File: config.mk
export PLATFORM = sky130hd
export DESIGN_NAME = hazard_forward_ctrl
export DESIGN_NICKNAME = d
export VERILOG_FILES = /design/src/rtl/pipe_ctrl_pkg.sv /design/src/rtl/hazard_forward_ctrl_fwd_sel.sv /design/src/rtl/hazard_forward_ctrl.sv
export SDC_FILE = /design/constraint.sdc
export NUM_CORES = 1
export LEC_CHECK = 0
export CORE_MARGIN = 2
export CORE_UTILIZATION = 50
export DETAILED_ROUTE_END_ITERATION = 8
export GPL_ROUTABILITY_DRIVEN = 0
export PLACE_DENSITY = 0.78
export SYNTH_ARGS = -nofsm -noshare
export SYNTH_HDL_FRONTEND = slang
export SYNTH_SLANG_ARGS = --single-unit
export TNS_END_PERCENT = 10
File: constraint.sdc
create_clock -name clk -period 2.8 [get_ports clk]
set_clock_uncertainty 0.15 [all_clocks]
set_input_delay 0.56 -clock clk [delete_from_list [all_inputs] [get_ports clk]]
set_output_delay 0.56 -clock clk [all_outputs]
set_load 0.02 [all_outputs]
File: src/rtl/pipe_ctrl_pkg.sv
// Shared pipeline-control definitions: operand-forward select encodings and
// the E-stage control bubble used when the ID/EX register is flushed.
package pipe_ctrl_pkg;

  localparam logic [1:0] FWD_RF  = 2'b00;
  localparam logic [1:0] FWD_WB  = 2'b01;
  localparam logic [1:0] FWD_MEM = 2'b10;

  typedef struct packed {
    logic reg_write;
    logic mem_to_reg;
  } e_ctrl_t;

  localparam e_ctrl_t E_CTRL_BUBBLE = '{reg_write: 1'b0, mem_to_reg: 1'b0};

endpackage

File: src/rtl/hazard_forward_ctrl_fwd_sel.sv
// Priority comparator choosing the forward source for one execute-stage operand.
// The M-stage result is newer than W, so it wins; register 0 is never forwarded.
module fwd_sel
  import pipe_ctrl_pkg::*;
#(
  parameter int REG_W = 5
) (
  input  logic [REG_W-1:0] src_e,
  input  logic [REG_W-1:0] wr_m,
  input  logic             reg_write_m,
  input  logic [REG_W-1:0] wr_w,
  input  logic             reg_write_w,
  output logic [1:0]       fwd
);

  always_comb begin
    fwd = FWD_RF;
    if (reg_write_m && (wr_m != '0) && (wr_m == src_e)) begin
      fwd = FWD_MEM;
    end else if (reg_write_w && (wr_w != '0) && (wr_w == src_e)) begin
      fwd = FWD_WB;
    end
  end

endmodule

File: src/rtl/hazard_forward_ctrl.sv
// Hazard/forwarding controller: shadows destination registers through E/M/W,
// produces operand forward selects, load-use and multiply stalls, and flushes.
module hazard_forward_ctrl
  import pipe_ctrl_pkg::*;
#(
  parameter int REG_W    = 5,
  parameter int MULT_LAT = 4
) (
  input  logic             clk,
  input  logic             rst_n,
  input  logic [REG_W-1:0] RsD,
  input  logic [REG_W-1:0] RtD,
  input  logic [REG_W-1:0] WriteRegD,
  input  logic             RegWriteD,
  input  logic             MemtoRegD,
  input  logic             MultStartD,
  input  logic             PCSrcD,
  output logic [1:0]       ForwardAE,
  output logic [1:0]       ForwardBE,
  output logic             StallF,
  output logic             StallD,
  output logic             FlushD,
  output logic             FlushE,
  output logic             MultBusy
);

  // A zero-latency build still needs a one-bit counter that simply stays at 0.
  localparam int CNT_W = (MULT_LAT > 0) ? $clog2(MULT_LAT + 1) : 1;
  localparam logic [CNT_W-1:0] MULT_LOAD = CNT_W'(MULT_LAT);

  logic [REG_W-1:0] rs_e_q, rs_e_d;
  logic [REG_W-1:0] rt_e_q, rt_e_d;
  logic [REG_W-1:0] wr_e_q, wr_e_d;
  e_ctrl_t          e_ctrl_q, e_ctrl_d;
  logic [REG_W-1:0] wr_m_q, wr_m_d;
  logic             reg_write_m_q, reg_write_m_d;
  logic [REG_W-1:0] wr_w_q, wr_w_d;
  logic             reg_write_w_q, reg_write_w_d;
  logic [CNT_W-1:0] cnt_q, cnt_d;

  logic       lwstall;
  logic       mult_busy;
  logic       stall;
  logic [1:0] fwd_a;
  logic [1:0] fwd_b;

  always_comb begin
    lwstall   = e_ctrl_q.reg_write && e_ctrl_q.mem_to_reg && (wr_e_q != '0) &&
                ((wr_e_q == RsD) || (wr_e_q == RtD));
    mult_busy = (cnt_q != '0);
    stall     = lwstall || mult_busy;

    rs_e_d   = RsD;
    rt_e_d   = RtD;
    wr_e_d   = WriteRegD;
    e_ctrl_d = '{reg_write: RegWriteD, mem_to_reg: MemtoRegD};
    if (stall) begin
      rs_e_d   = '0;
      rt_e_d   = '0;
      wr_e_d   = '0;
      e_ctrl_d = E_CTRL_BUBBLE;
    end

    wr_m_d        = wr_e_q;
    reg_write_m_d = e_ctrl_q.reg_write;
    wr_w_d        = wr_m_q;
    reg_write_w_d = reg_write_m_q;

    // A multiply held in D during a stall is re-presented later, so it must not reload.
    cnt_d = cnt_q;
    if (MultStartD && !stall) begin
      cnt_d = MULT_LOAD;
    end else if (mult_busy) begin
      cnt_d = cnt_q - 1'b1;
    end
  end

  always_ff @(posedge clk) begin
    if (!rst_n) begin
      rs_e_q        <= '0;
      rt_e_q        <= '0;
      wr_e_q        <= '0;
      e_ctrl_q      <= E_CTRL_BUBBLE;
      wr_m_q        <= '0;
      reg_write_m_q <= 1'b0;
      wr_w_q        <= '0;
      reg_write_w_q <= 1'b0;
      cnt_q         <= '0;
    end else begin
      rs_e_q        <= rs_e_d;
      rt_e_q        <= rt_e_d;
      wr_e_q        <= wr_e_d;
      e_ctrl_q      <= e_ctrl_d;
      wr_m_q        <= wr_m_d;
      reg_write_m_q <= reg_write_m_d;
      wr_w_q        <= wr_w_d;
      reg_write_w_q <= reg_write_w_d;
      cnt_q         <= cnt_d;
    end
  end

  fwd_sel #(.REG_W(REG_W)) u_fwd_a (
    .src_e       (rs_e_q),
    .wr_m        (wr_m_q),
    .reg_write_m (reg_write_m_q),
    .wr_w        (wr_w_q),
    .reg_write_w (reg_write_w_q),
    .fwd         (fwd_a)
  );

  fwd_sel #(.REG_W(REG_W)) u_fwd_b (
    .src_e       (rt_e_q),
    .wr_m        (wr_m_q),
    .reg_write_m (reg_write_m_q),
    .wr_w        (wr_w_q),
    .reg_write_w (reg_write_w_q),
    .fwd         (fwd_b)
  );

  // Outputs are held quiet while reset is asserted, even mid-multiply.
  assign ForwardAE = rst_n ? fwd_a : FWD_RF;
  assign ForwardBE = rst_n ? fwd_b : FWD_RF;
  assign StallF    = rst_n && stall;
  assign StallD    = rst_n && stall;
  assign FlushE    = rst_n && stall;
  assign FlushD    = rst_n && PCSrcD && !stall;
  assign MultBusy  = rst_n && mult_busy;

endmodule
==> results of run 1 <==
[placed cells by master (no fill, tap or decap), types with 2 or more instances in the layout]
master / count
nor3_1: 4
nand3_1: 6
nand2_1: 21
or4_1: 2
ha_1: 3
and2_1: 15
xnor2_1: 20
buf_4: 8
dlygate4sd2_1: 3
dfxtp_1: 32
xor2_1: 10
clkdlybuf4s50_1: 20
clkbuf_2: 6
a21o_1: 2
inv_1: 5
clkbuf_4: 5
a21oi_1: 19
[worst max path at each step]
| stage | start | end | slack [ns] |
|---|---|---|---|
| CTS | RsD[0] | FlushD | -0.03 |
| global route | wr_m_q[3] | ForwardAE[1] | 0.02 |
| detailed placement | RsD[0] | StallF | -0.34 |
| global placement | RsD[2] | StallD | -0.31 |
| finish | wr_m_q[1] | ForwardAE[1] | 0.11 |
| floorplan | wr_e_q[0] | StallD | 0.46 |
[per-layer routing]
layer	vias up	GRT usage, %
met1	589	24.41
met2	46	40.77
met3	14	6.593
met5	-	0
met4	0	10.39
li1	620	-
[cell families after synthesis]
family	synth area share, %
compound gates	12.31
xor+xnor	17.59
fa+ha+maj	2.513
buf+inv	4.941
flops	42.88
simple gates	19.77
[cell type report]
| cell class | count | area, µm² | area share (%) |
|---|---|---|---|
| multi-input combinational | 119 | 795.8 | 41.92 |
| timing repair buffer | 38 | 327.8 | 17.27 |
| inverter | 5 | 18.77 | 0.9888 |
| clock buffer | 6 | 41.29 | 2.175 |
| tap | 31 | 38.79 | 2.044 |
| sequential | 32 | 640.6 | 33.75 |
| clock inverter | 2 | 35.03 | 1.846 |
[sequential cells by signal, summed over array words and instances, names as in the netlist]
signal	flops
reg_write_w_q	1
rs_e_q	5
wr_m_q	5
cnt_q	3
rt_e_q	5
reg_write_m_d	1
wr_e_q	5
wr_w_q	5
e_ctrl_q	1
reg_write_m_q	1
[critical path, delay by kind of cell (launching register included)]
kind                   cells  cell delay [ns]
AND/OR/NAND/NOR            3             0.79
flip-flops                 1             0.36
buffers and inverters      1             0.31
AO/OA/AOI/OAI              1             0.17
[power by group through the flow]
stage	sequential (W)	clock, W	combinational (W)
5_1_grt	0.000643	0.000366	0.000584
4_1_cts	0.000631	0.000349	0.000528
3_5_place_dp	0.000641	0	0.000530
6_report	0.000632	0.000346	0.000529
3_3_place_gp	0.000635	0	0.000503
2_1_floorplan	0.000620	0	0.000365
[metrics by stage]
step	TNS, ns	cell area [µm²]	std cells	utilization (%)
floorplan	0	1494	166	-
global placement	-1.336	1836	225	65.43
detailed placement	-1.550	1836	225	65.43
CTS	-0.03353	1917	233	68.33
global route	0	1898	233	67.66
finish	0	1898	233	67.66
[repair_timing]
| item | 4_1_cts | 5_1_grt |
|---|---|---|
| pin swaps | 0 | 1 |
| cloned | 0 | 0 |
| setup endpoints to repair | 9 | 7 |
| resized for setup | 15 | 13 |
==> reports/results.tsv, run 1 <==
metric	value	unit
cts_max_level	2	
initial_core_util	53.26	%
synth_nets	190	
met2_length	1705	µm
swShare	34.66	%
setup_viol	0	
grt_max_degree	21	
cts.root.buffer_cell	clkbuf_4	
grt_pass1_wl	5796	µm
synth_seq_area_share	42.88	%
hold_class	register to register	
comb_power_share	35.1	%
post-synth-top-area-cell	dfxtp_1	
met3_wirelength	202	µm
place_hpwl	2599	µm
fmax	0.3717	GHz
area.growth.synth_to_final	27.05	%
vias	1269	
synth_seq_cells	32	
synth_top_cell_area_share	42.88	%
switching_power	0.0005225	W
ys_top_cells_by_count	32 x dfxtp_1, 21 x nand2_1, 20 x xnor2_1	
dieArea	0.003441	mm²
power_frac_seq	41.9	%
rr_startpoint	wr_e_q[0]	
grt_antenna_before_repair	0	
vdd_drop_max	0.5318	mV
syn_avg_cell_area	9.000	µm²
dp_worst_setup_slack	-0.3448	ns
hold_path_depth	1	
yosys_warnings	0	
finalHoldViolations	0	
critPathLaunchType	register	
slowest_stage	or4_1	
drt-total-wl	3415	µm
hold_end	reg_write_m_q	
die_y	58.66	µm
route.detailed.drc	1	
via_per_inst	5.446	
violations	design-rule violations	
slew_viol_final	0	
min_from	reg_write_m_d	
synthDistinctLibCells	30	
cts_made_buffers	5	
insertion_delay	0.34	ns
status	finished with violations	
grt_overflow_total	0	
io_pins	30	
postRouteAntennaNets	0	
wl_met1	1378	µm
top_layer	met4	
synthArstFlopShare	0	%
clock_sinks	32	
power_leakage	0.8427	nW
drt_pass1_iterations	6	
rrSetupSlack	0.87	ns
reg2reg_depth	5	
syn_area	0.001494	mm²
synthCells	166	
path_clk_slew	0.10	ns
cts_buffer_depth	2	
cp.arrival	1.98	ns
worst-endpoint-required	2.09	ns
drt_iter0_markers	31	
worstPathCellList	or4_1, o21ai_2, nor4_1, and2_1, dlygate4sd2_1	
grt_pass1_vias	1347	
cpPeakStageDelay	0.55	ns
p_int	0.0009853	W
synth_area_leaders	dfxtp_1 43%, xnor2_1 12%, a21oi_1 6.4%, and2_1 6.3%, xor2_1 5.9%	
holdBufCountCts	0	
power	0.001508	W
fill_cells	230	
cts_tree	yes	
setup_ws	0.1094	ns
hold_slack	0.3494	ns
antenna_cells	0	
cp_max_fo	4	
yosysMostFrequentCell	dfxtp_1	
end_kind	output port	
fp.dieW	58.66	µm
ys.flop_type	dfxtp_1	
track_usage	22.67	%
synth_edf_count	0	
coreArea	0.002805	mm²
rr_endpoint	cnt_q[0]	
rows	19	
fin_crit_sh	96.09	%
clkPwrFrac	23.0	%
rsz0062_at_grt	no	
critPathKind	register to output port	
maxCapViolations	0	
power.density	794.4	mW/mm²
finalCriticalPeriod	2.691	ns
io_buffers	29	
tightest_slew	0.3280	ns
maxSlewHeadroom	77.93	%
final_nets	225	
wire_per_inst	14.66	µm
postCtsSetupBuffers	0	
drive_gt1_share	13.86	%
Note: power is estimated with default switching activity, not from simulation.
==> run 2, diff against run 1 <==
clock period = 2.9 ns   (was 2.8 ns; I/O delays follow)
==> run 2 against run 1 <==
Compared with the run above:
- the flow still finishes with violations (design-rule violations)
- clock-buffer cell count unchanged
- first-iteration DRC count rose by 81%
- setup slack worse by 0.058 ns
- final cell count down 0.86%
- power down 4.3%
- via count down 2.2%
- clock power fell by 3%
- critical path depth grew 1
- combinational power shrank 6.8%
- cell area decreased by 0.26%
- critical path type is now input port to output port
- largest power group unchanged
==> reports/results.tsv, run 2 (synthesized netlist as in run 1, its figures left out) <==
metric	value	unit	change
setup_viol	0		unchanged
finalCriticalPeriod	2.848	ns	
startpoint	RsD[0]		
insertion_delay	0.35	ns	about the same
use_met1	23.68	%	-0.73 points
p_int	0.0009522	W	-3.4%
holdBufCountCts	0		unchanged
drt_iter0_markers	56		+81%
rr_endpoint	cnt_q[0]		
tightest_slew	0.3869	ns	+0.05896 ns
use_met2	43.18	%	+2.4 points
fin_crit_sh	98.21	%	
fin_area	0.001893	mm²	-0.26%
worst-endpoint-required	2.17	ns	+0.08 ns
vdd_drop_max	0.5526	mV	+3.9%
antenna_cells	0		unchanged
fmax	0.3511	GHz	
clock_sinks	32		unchanged
status	finished with violations		
slew_viol_final	0		unchanged
hold_path_depth	1		unchanged
postCtsSetupBuffers	0		unchanged
switching_power	0.0004905	W	-6.1%
critPathKind	input port to output port		
grt_antenna_before_repair	0		unchanged
cts.root.buffer_cell	clkbuf_4		
cts_tree	yes		
maxCapViolations	0		unchanged
end_kind	output port		
cp_max_fo	3		-1
grt_max_degree	21		unchanged
grt_pass1_vias	1288		-4.4%
mostFrequentLayoutCells	32 x dfxtp_1, 21 x nand2_1, 20 x xnor2_1, 20 x clkdlybuf4s50_1, 19 x a21oi_1		
reg2reg_depth	5		unchanged
drt_pass1_iterations	7		+1
path_clk_slew	0.10	ns	about the same
clkPwrFrac	23.3	%	+0.3 points
power	0.001443	W	-4.3%
postRouteAntennaNets	0		unchanged
cp.arrival	2.12	ns	+0.14 ns
cts_max_level	2		unchanged
critPathLaunchType	input port		
power_leakage	0.8543	nW	+1.4%
violations	design-rule violations		
via_per_inst	5.372		-1.4%
drive_gt1_share	9.500	%	-4.4 points
placed_cell_area	0.001821	mm²	-0.82%
finalHoldViolations	0		unchanged
initial_core_util	53.26	%	unchanged
maxSlewHeadroom	73.97	%	-4.0 points
die_y	58.66	µm	unchanged
power.density	762.1	mW/mm²	-4.1%
hold_class	register to register		
swShare	34.00	%	-0.66 points
cts_made_buffers	5		unchanged
rr_startpoint	wr_e_q[0]		
use_met3	5.055	%	-1.5 points
rrSetupSlack	0.97	ns	+0.10 ns
rsz0062_at_grt	yes		
grt_pass1_wl	5754	µm	-0.72%
comb_power_share	34.2	%	-0.9 points
io_buffers	29		unchanged
place_hpwl	2602	µm	about the same
top_usage_layer	met2		
drt-total-wl	3419	µm	+0.12%
track_usage	23.31	%	+0.63 points
cts_buffer_depth	2		unchanged
area.growth.synth_to_final	26.72	%	
final_nets	223		-0.89%
fp.dieW	58.66	µm	unchanged
route.detailed.drc	1		unchanged
wire_per_inst	14.80	µm	+0.98%
vias	1241		-2.2%
dieArea	0.003441	mm²	unchanged
rows	19		unchanged
grt_overflow_total	0		unchanged
final_common_cell	dfxtp_1		
crit_end	StallF		
power_frac_seq	42.5	%	+0.6 points
coreArea	0.002805	mm²	unchanged
io_pins	30		unchanged
==> run 2: cell types whose count changed in the layout (fill, tap and decap cells not counted), sizes merged <==
| cell | delta |
|---|---|
| buf | -2 |
| clkbuf | -5 |
| clkdlybuf4s15 | +1 |
| dlygate4sd2 | +3 |
| dlymetal6s2s | +1 |
==> run 2: how the worst min path moves through the flow <==
stage / startpoint / end / slack (ns)
final: reg_write_m_d / reg_write_m_q / 0.36
after global placement: reg_write_m_d / reg_write_m_q / 0.33
after detailed placement: reg_write_m_d / reg_write_m_q / 0.33
after CTS: reg_write_m_q / reg_write_w_q / 0.35
after floorplan: reg_write_m_q / reg_write_w_q / 0.27
after global routing: reg_write_m_q / reg_write_w_q / 0.39
==> run 2: power by group through the flow <==
stage / registers (W) / logic [W] / clock network, W
after global routing: 0.000624 / 0.000554 / 0.000353
after floorplan: 0.000599 / 0.000353 / 0
after detailed placement: 0.000623 / 0.000501 / 0
after global placement: 0.000617 / 0.000476 / 0
final: 0.000613 / 0.000493 / 0.000336
after CTS: 0.000613 / 0.000492 / 0.000343
==> run 2: area by class of cell <==
| cell class | count | area [µm²] |
|---|---|---|
| Multi-Input combinational cell | 119 | 785.8 |
| Clock buffer | 6 | 41.29 |
| Clock inverter | 2 | 35.03 |
| Fill cell | 238 | 912.1 |
| Sequential cell | 32 | 640.6 |
| Tap cell | 31 | 38.79 |
| Timing Repair Buffer | 36 | 332.8 |
| Inverter | 5 | 18.77 |
==> run 2: through the flow <==
stage	setup TNS (ns)	hold slack, ns	cells	utilization, %	setup slack [ns]
after floorplan	0	0.2729	166	-	0.5360
after global placement	-0.9225	0.3285	223	64.90	-0.2385
after detailed placement	-1.111	0.3280	223	64.90	-0.2718
after CTS	-0.1968	0.3523	231	67.48	-0.1968
after global routing	-0.1821	0.3857	231	67.48	-0.06722
final	0	0.3561	231	67.48	0.05183
==> run 2: critical path, cell delays in order <==
cell	delay, ns
clkdlybuf4s50_1	0.51
xnor2_1	0.13
nand3_1	0.11
o22ai_2	0.23
a31o_1	0.22
dlygate4sd2_1	0.34
==> run 2: per-layer routing <==
metal  share of wire [%]  vias up
met2                  54       40
met5                   0        -
met1                  39      580
met3                 5.6        7
met4                 2.2        0
li1                    -      614
==> run 2: repair_timing <==
action | 4_1_cts | 5_1_grt
hold endpoints to repair | 0 | 0
resized for setup | 10 | 5
setup endpoints to repair | 9 | 5
